$ cat config.mk
export PLATFORM = sky130hd
export DESIGN_NAME = pwm_multi_ch
export DESIGN_NICKNAME = d
export VERILOG_FILES = /design/src/rtl/pwm_multi_ch.sv
export SDC_FILE = /design/constraint.sdc
export NUM_CORES = 1
export LEC_CHECK = 0
export ABC_AREA = 1
export CORE_UTILIZATION = 50
export DETAILED_ROUTE_END_ITERATION = 10
export PLACE_DENSITY = 0.78
export RECOVER_POWER = 50
export SLEW_MARGIN = 0
export SYNTH_ARGS = -nofsm -noshare
export SYNTH_HDL_FRONTEND = slang
export SYNTH_SLANG_ARGS = --single-unit
$ cat constraint.sdc
create_clock -name clk_clk -period 2.75 [get_ports clk_clk]
set_input_delay 0.825 -clock clk_clk [delete_from_list [all_inputs] [get_ports clk_clk]]
set_output_delay 0.825 -clock clk_clk [all_outputs]
set_load 0.01 [all_outputs]
$ cat src/rtl/pwm_multi_ch.sv
// N-channel PWM with shared prescaler/period counter and shadowed period/duty.
// Optional centre-aligned counting is enabled by defining PWM_CENTER_ALIGN_EN.
module pwm_multi_ch #(
    parameter int NUM_CH     = 4,
    parameter int CNT_W      = 12,
    parameter int DEF_PERIOD = 4095,
    parameter int ADDR_W     = 5
) (
    input  logic              clk_clk,
    input  logic              reset_reset_n,
    input  logic              wr_en,
    input  logic              rd_en,
    input  logic [ADDR_W-1:0] addr,
    input  logic [31:0]       wr_data,
    output logic [31:0]       rd_data,
    output logic [NUM_CH-1:0] pwm_out,
    output logic              period_tick
);

    localparam logic [CNT_W-1:0] DEF_P = CNT_W'(DEF_PERIOD);

    logic              en_q;
    logic [NUM_CH-1:0] pol_q;
    logic [CNT_W-1:0]  per_sh_q, per_act_q, pre_q;
    logic [CNT_W-1:0]  duty_sh_q  [NUM_CH];
    logic [CNT_W-1:0]  duty_act_q [NUM_CH];
    logic              pend_q, pend_d;
    logic [CNT_W-1:0]  pre_cnt_q, pre_cnt_d;
    logic [CNT_W-1:0]  cnt_q, cnt_d;
    logic [NUM_CH-1:0] pwm_q, pwm_d;
    logic              tick_q;
    logic [31:0]       rd_q, rd_d;

    logic              wr_ctrl, wr_per, wr_pre;
    logic [NUM_CH-1:0] wr_duty;
    logic              shadow_wr, pre_tick, boundary;
    logic [NUM_CH-1:0] raw;
    logic              unused_wr;

    assign unused_wr = ^wr_data;

    assign wr_ctrl = wr_en && (addr == ADDR_W'(0));
    assign wr_per  = wr_en && (addr == ADDR_W'(1));
    assign wr_pre  = wr_en && (addr == ADDR_W'(2));

    always_comb begin
        for (int i = 0; i < NUM_CH; i++)
            wr_duty[i] = wr_en && (addr == ADDR_W'(i + 4));
    end

    assign shadow_wr = wr_per || (|wr_duty);
    assign pre_tick  = en_q && (pre_cnt_q >= pre_q);
    assign pre_cnt_d = !en_q ? '0 :
                       pre_tick ? '0 : pre_cnt_q + CNT_W'(1);

`ifdef PWM_CENTER_ALIGN_EN
    logic ca_q;
    logic dir_q, dir_d;

    // Valley (end of down phase) is the only load point in centre mode.
    always_comb begin
        if (ca_q)
            boundary = pre_tick && (dir_q ? (cnt_q <= CNT_W'(1))
                       : (per_act_q <= CNT_W'(1) && cnt_q >= per_act_q));
        else
            boundary = pre_tick && (cnt_q >= per_act_q);
        cnt_d = cnt_q;
        dir_d = dir_q;
        if (!en_q) begin
            cnt_d = '0;
            dir_d = 1'b0;
        end else if (pre_tick) begin
            if (boundary) begin
                cnt_d = '0;
                dir_d = 1'b0;
            end else if (ca_q && !dir_q && cnt_q >= per_act_q) begin
                cnt_d = per_act_q - CNT_W'(1);
                dir_d = 1'b1;
            end else if (ca_q && dir_q) begin
                cnt_d = cnt_q - CNT_W'(1);
            end else begin
                cnt_d = cnt_q + CNT_W'(1);
            end
        end
    end

    always_ff @(posedge clk_clk or negedge reset_reset_n) begin
        if (!reset_reset_n) begin
            ca_q  <= 1'b0;
            dir_q <= 1'b0;
        end else begin
            if (wr_ctrl) ca_q <= wr_data[1];
            dir_q <= dir_d;
        end
    end
`else
    always_comb begin
        boundary = pre_tick && (cnt_q >= per_act_q);
        cnt_d    = cnt_q;
        if (!en_q)         cnt_d = '0;
        else if (pre_tick) cnt_d = boundary ? '0 : cnt_q + CNT_W'(1);
    end
`endif

    always_comb begin
        for (int i = 0; i < NUM_CH; i++)
            raw[i] = cnt_q < duty_act_q[i];
    end

    assign pwm_d  = en_q ? (raw ^ pol_q) : pol_q;
    assign pend_d = en_q && (shadow_wr || (pend_q && !boundary));

    always_comb begin
        rd_d = '0;
        if (addr == ADDR_W'(0)) begin
            rd_d[0]          = en_q;
            rd_d[NUM_CH+7:8] = pol_q;
`ifdef PWM_CENTER_ALIGN_EN
            rd_d[1]          = ca_q;
`endif
        end
        if (addr == ADDR_W'(1)) rd_d[CNT_W-1:0] = per_sh_q;
        if (addr == ADDR_W'(2)) rd_d[CNT_W-1:0] = pre_q;
        if (addr == ADDR_W'(3)) begin
            rd_d[0] = en_q;
            rd_d[1] = pend_q;
`ifdef PWM_CENTER_ALIGN_EN
            rd_d[2] = dir_q;
`endif
        end
        for (int i = 0; i < NUM_CH; i++)
            if (addr == ADDR_W'(i + 4)) rd_d[CNT_W-1:0] = duty_sh_q[i];
    end

    always_ff @(posedge clk_clk or negedge reset_reset_n) begin
        if (!reset_reset_n) begin
            en_q      <= 1'b0;
            pol_q     <= '0;
            per_sh_q  <= DEF_P;
            per_act_q <= DEF_P;
            pre_q     <= '0;
            pend_q    <= 1'b0;
            pre_cnt_q <= '0;
            cnt_q     <= '0;
            pwm_q     <= '0;
            tick_q    <= 1'b0;
            rd_q      <= '0;
            for (int i = 0; i < NUM_CH; i++) begin
                duty_sh_q[i]  <= '0;
                duty_act_q[i] <= '0;
            end
        end else begin
            if (wr_ctrl) begin
                en_q  <= wr_data[0];
                pol_q <= wr_data[NUM_CH+7:8];
            end
            if (wr_pre) pre_q <= wr_data[CNT_W-1:0];
            if (wr_per) per_sh_q <= wr_data[CNT_W-1:0];
            for (int i = 0; i < NUM_CH; i++)
                if (wr_duty[i]) duty_sh_q[i] <= wr_data[CNT_W-1:0];
            // Actives take the pre-write shadow, so a same-cycle write waits.
            if (!en_q || boundary) begin
                per_act_q <= per_sh_q;
                for (int i = 0; i < NUM_CH; i++)
                    duty_act_q[i] <= duty_sh_q[i];
            end
            pend_q    <= pend_d;
            pre_cnt_q <= pre_cnt_d;
            cnt_q     <= cnt_d;
            pwm_q     <= pwm_d;
            tick_q    <= boundary;
            if (rd_en) rd_q <= rd_d;
        end
    end

    assign rd_data     = rd_q;
    assign pwm_out     = pwm_q;
    assign period_tick = tick_q;

endmodule
=== After elaboration in Yosys (flattened, before gate mapping) ===
Cells that the tools add are included.

* Add/subtract/negate cells: 2
* $mul: 0
* Div/mod/pow operators: 0
* Order comparisons: 6
* Equality and inequality tests: 8
* Shifts and indexed selects: 0
* Muxes and demuxes: 15
* Bitwise gates (word level): 1
* Reductions and logical operators: 18

{| class="wikitable"
|+ Operators by type and width
! cell !! count
|-
| two-way mux 12 bit || 11
|-
| less-than comparator 12 bit || 4
|-
| adder 12 x 1 -> 12 bit, second input constant || 2
|-
| >= comparator 12 bit || 2
|-
| == test 5 x 3 -> 1 bit, second input constant || 4
|-
| logical AND 1 bit || 11
|-
| == test 5 x 2 -> 1 bit, second input constant || 2
|-
| two-way mux 4 bit || 2
|-
| == test 5 x 1 -> 1 bit, second input constant || 1
|-
| logical NOT 5 bit || 1
|-
| OR reduction 4 bit || 1
|-
| bitwise XOR 4 bit || 1
|-
| logical OR 1 bit || 3
|-
| logical NOT 1 bit || 2
|-
| two-way mux 2 bit || 1
|-
| != test 2 x 1 -> 1 bit, second input constant || 1
|-
| two-way mux 1 bit || 1
|}

* Bits in registers: 179
* Latch bits: 0
* Memory bits (writable): 0
* Bits in read-only memories: 0
* Input bits: 41
* Output and inout port bits: 37
* Logic and storage cells: 69
* Memories: 0

=== Logic depth before layout (Yosys ltp) ===
Gate-level depths: netlist of the first run.

* Word-level depth: 9
* Mapped depth: 14

=== Worst setup path before layout of the first run ===
Ideal clock, no wire load.

* Kind: register to register
* Start: register per_act_q[11]
* End: register duty_act_q[22] (netlist name)
* Arrival time: 1766 ps
* Data required time: 2633 ps
* Path slack: 867 ps
* Cell stages (with the launch flop): 13
* Period minus slack after synthesis: 1883 ps
* Path through: dfstp_2 -> inv_1 -> ha_1 -> nand2_1 -> nor2_2 -> and2_1 -> nand2_1 -> nand4_2 -> nand3_4 -> nand2_8 -> buf_12 -> nand2_2 -> nand2_1

* Cells in the longest elaborated chain, start to end: 3

{| class="wikitable"
|+ Ends and longest elaborated chain
! item !! line !! source
|-
| start, declared || 24 || <nowiki>logic [CNT_W-1:0] per_sh_q, per_act_q, pre_q;</nowiki>
|-
| start signal, assigned || 163 || <nowiki>per_act_q <= per_sh_q;</nowiki>
|-
| >= comparator 12 bit || 98 || <nowiki>boundary = pre_tick && (cnt_q >= per_act_q);</nowiki>
|-
| logical AND 1 bit || 98 ||
|-
| logical OR 1 bit || 162 || <nowiki>if (!en_q || boundary) begin</nowiki>
|-
| end signal, assigned by index || 165 || <nowiki>duty_act_q[i] <= duty_sh_q[i];</nowiki>
|-
| end, declared || 26 || <nowiki>logic [CNT_W-1:0] duty_act_q [NUM_CH];</nowiki>
|}

No other way between the ends.
A chain may end at the register's enable or synchronous reset.

=== Worst setup path after layout of the first run ===
* Start: input addr[1]
* End: register rd_q[4], in the netlist rd_data[4]

* Cells in the longest elaborated chain, start to end: 7

{| class="wikitable"
|+ Ends and longest elaborated chain
! item !! line !! source
|-
| start, declared || 13 || <nowiki>input logic [ADDR_W-1:0] addr,</nowiki>
|-
| == test 5 x 1 -> 1 bit || 122 || <nowiki>if (addr == ADDR_W'(1)) rd_d[CNT_W-1:0] = per_sh_q;</nowiki>
|-
| two-way mux 12 bit || 122 ||
|-
| two-way mux 12 bit || 123 || <nowiki>if (addr == ADDR_W'(2)) rd_d[CNT_W-1:0] = pre_q;</nowiki>
|-
| two-way mux 12 bit (3 in a row) || 132 || <nowiki>if (addr == ADDR_W'(i + 4)) rd_d[CNT_W-1:0] = duty_sh_q[i];</nowiki>
|-
| two-way mux 12 bit * || 132 ||
|-
| end signal, assigned || 172 || <nowiki>if (rd_en) rd_q <= rd_d;</nowiki>
|-
| end, declared || 32 || <nowiki>logic [31:0] rd_q, rd_d;</nowiki>
|}

Mark *: on every way between the ends. The rest lies on a longest branch, timed or not.

==> out/metrics.cfg, run 1 <==
[layout]
layout.nets=1396
syn_to_final_growth_pct=12.2
layoutNonFillerInstCount=1563
layout_commonest_cell=nand2_1
n_antenna_cell=0
final_cell_mix=366 x nand2_1, 154 x dfrtp_1, 141 x inv_1, 83 x nand3_1, 70 x ha_1
drive_gt1_share_pct=13.3
finish.utilization_pct=57.5

[place]
place.gp.congestion=0.894
dp_cells=1531
dp_hpwl_um=18100
io_buffers=37

[synth]
synthCells=1237
syn_area_um2=10000
yosys_warnings=0
ys_seq_elements=179
ys_seq_area_share_pct=45.0
synth_cell_type_count=37
syn_area_per_cell_um2=8.10
synth_edf_count=0
synth_flop_cell=dfrtp_1
async_flop_share_pct=100

[setup_path]
crit_arrival_ns=2.83
critPathLaunchType=input pin
cpMostUsedCell=nand2_1
end_kind=flop
worstSetupPathType=in2reg
crit_fanout=9
crit_chain=dlygate4sd3_1 > inv_1 > nor3_1 > nand2_1 > o21ai_1 > nor2_1 > nand4_1 > nand2_1 > nand2_1
crit_required_ns=3.13
worst_path_largest_cell_delay_ns=0.55
slowest_stage=dlygate4sd3_1

[floorplan]
core-area_um2=19500
die-area_um2=20600
std_cell_rows=51
die_y_um=144
pin_count=78
die_w_um=144
initial_core_util_pct=51.3

[timing]
worst_slew_pin_slew_ns=1.14
rsz0062_at_grt=false
max_slew_margin_pct=24.0
drv_slew=0
hold_viol_final=0
post-route-period-util_pct=89.1
finClkSkew_ns=0.00898
finalSetupTns_ns=0
setup_viol=0
fmax_ghz=0.408
hold_slack_ns=0.480
fin_crit_ns=2.45

[drt]
postRouteAntennaNets=0
drt-vias-per-instance=5.30
post_drt_wl_per_cell_um=15.6
firstDrtPassIters=5
wl_um=24400
drc=0
drtIter0Drc=786
vias=8291

[clocking]
cts_tree=built
root_buffer=clkbuf_16
cts_resized=0
postCtsSetupRepairBufs=0
clk_latency_ns=0.43
cts_buffers=17
clkSinkCount=179
postCtsHoldBufs=0
h-tree-depth=4
cts.clk_slew.worst_paths_ns=0.07
cts_max_path_buffers=2

[global_route]
grt_pass1_vias=7998
grt_pass1_wl_um=40300
grt_max_degree=54
antenna_found_initial=0
grt.total_usage_pct=25.8
overflow=0

[run]
maxCapViolations=0

[status]
outcome=finished, final reports clean

[power_and_ir_drop]
power_leakage_nw=5.79
vdd_ir_drop_max_mv=0.445
powerDensity_nw_per_um2=693

[hold_path]
min_path_type=reg2reg

worst paths after layout:
kind                                           start                    endpoint  slack [ns]  cells past startpoint
max                                          addr[1]      rd_data[4]$_DFFE_PN0P_        0.30                      9
min                          per_sh_q[9]$_DFFE_PN1P_    per_act_q[9]$_DFFE_PN1P_        0.48                      2
max reg2reg                per_act_q[11]$_DFFE_PN1P_  duty_act_q[29]$_DFFE_PN0P_        0.39                     12
min reg2reg                  per_sh_q[9]$_DFFE_PN1P_    per_act_q[9]$_DFFE_PN1P_        0.48                      2
max in group asynchronous              reset_reset_n        pre_q[4]$_DFFE_PN0P_        0.56                      2
min in group asynchronous              reset_reset_n      rd_data[9]$_DFFE_PN0P_        0.60                      1
synth_stat cells (12+ instances only):
library cell | instances | area share, %
a21oi_1 | 29 | 1.4
buf_2 | 16 | 0.80
buf_4 | 21 | 1.6
clkbuf_1 | 18 | 0.67
dfrtp_1 | 155 | 39
dfstp_2 | 24 | 6.3
ha_1 | 70 | 8.7
inv_1 | 140 | 5.2
nand2_1 | 366 | 14
nand2_2 | 61 | 3.8
nand3_1 | 83 | 4.1
nand4_1 | 28 | 1.7
nor2_1 | 59 | 2.2
nor3_1 | 13 | 0.65
o21ai_0 | 59 | 2.9
o21ai_1 | 41 | 2.0
xor2_1 | 12 | 1.0
worst max-delay path, delay by kind of cell:
kind	cells	cell delay, ns
compound gates	1	0.24
simple gates	6	1.13
buf+inv	2	0.63
sequential cells by signal (all words and copies together) (netlist names), 12 cells and up:
| signal | cells |
|---|---|
| pre_q | 12 |
| per_act_q | 12 |
| per_sh_q | 12 |
| pre_cnt_q | 12 |
| cnt_q | 12 |
| duty_sh_q | 48 |
| duty_act_q | 48 |
| rd_data | 12 |
stage by stage:
stage               setup WS, ns  power (mW)  instance area (um^2)
detailed placement        0.0878        5.36                 10700
CTS                        0.407        7.82                 11300
floorplan                  0.867        4.79                 10100
global route               0.131        8.25                 11200
finish                     0.301        7.79                 11200
global placement           0.155        5.28                 10700
routing by layer:
layer  vias up  wire length (um)  part of all wire, %  global-route usage [%]
li1       4013                 -                    -                       -
met1      3924             10500                   43                    33.9
met2       289             11400                   47                    41.1
met3        65              1540                  6.3                    5.43
met4         0               945                  3.9                    11.5
met5         -                 0                    0                       0
cell type report:
class                      instances  area (um^2)
clock buffer                      19          443
clock inverter                    13          149
fill                            1730         8290
inverter                         144          541
multi-input combinational        869         4590
sequential                       179         4510
tap                              265          332
timing repair buffer              74          672
logic make-up (layout without fill, tap and decap cells):
family | count (synthesis) | after routing | share of synthesized area (%)
compound gates | 133 | 133 | 6.77
fa+ha+maj | 70 | 70 | 8.74
flops | 179 | 179 | 45.0
other cells | 1 | 20 | 0.0374
xor+xnor | 14 | 14 | 1.22
simple gates | 632 | 632 | 28.4
buf+inv | 208 | 250 | 9.83
report_power, final:
group / internal, mW / switching [mW]
Combinational: 0.661 / 1.11
Sequential: 3.17 / 0.396
Clock: 1.38 / 1.07
(Power assumes the default switching activity.)
==> inputs of run 2 (changes only) <==
--- a/config.mk
+++ b/config.mk
@@ -10,6 +10,7 @@
 export DETAILED_ROUTE_END_ITERATION = 10
 export PLACE_DENSITY = 0.78
 export RECOVER_POWER = 50
+export SETUP_SLACK_MARGIN = 0.1
 export SLEW_MARGIN = 0
 export SYNTH_ARGS = -nofsm -noshare
 export SYNTH_HDL_FRONTEND = slang
==> results of run 2 <==
No change in the layout: final DEF, timing and power equal those of run 1.
==> inputs of run 3 (changes only) <==
--- a/config.mk
+++ b/config.mk
@@ -7,6 +7,7 @@
 export LEC_CHECK = 0
 export ABC_AREA = 1
 export CORE_UTILIZATION = 50
+export CTS_CLUSTER_SIZE = 28
 export DETAILED_ROUTE_END_ITERATION = 10
 export PLACE_DENSITY = 0.78
 export RECOVER_POWER = 50
==> results of run 3 <==
No change in the layout: final DEF, timing and power equal those of run 1.
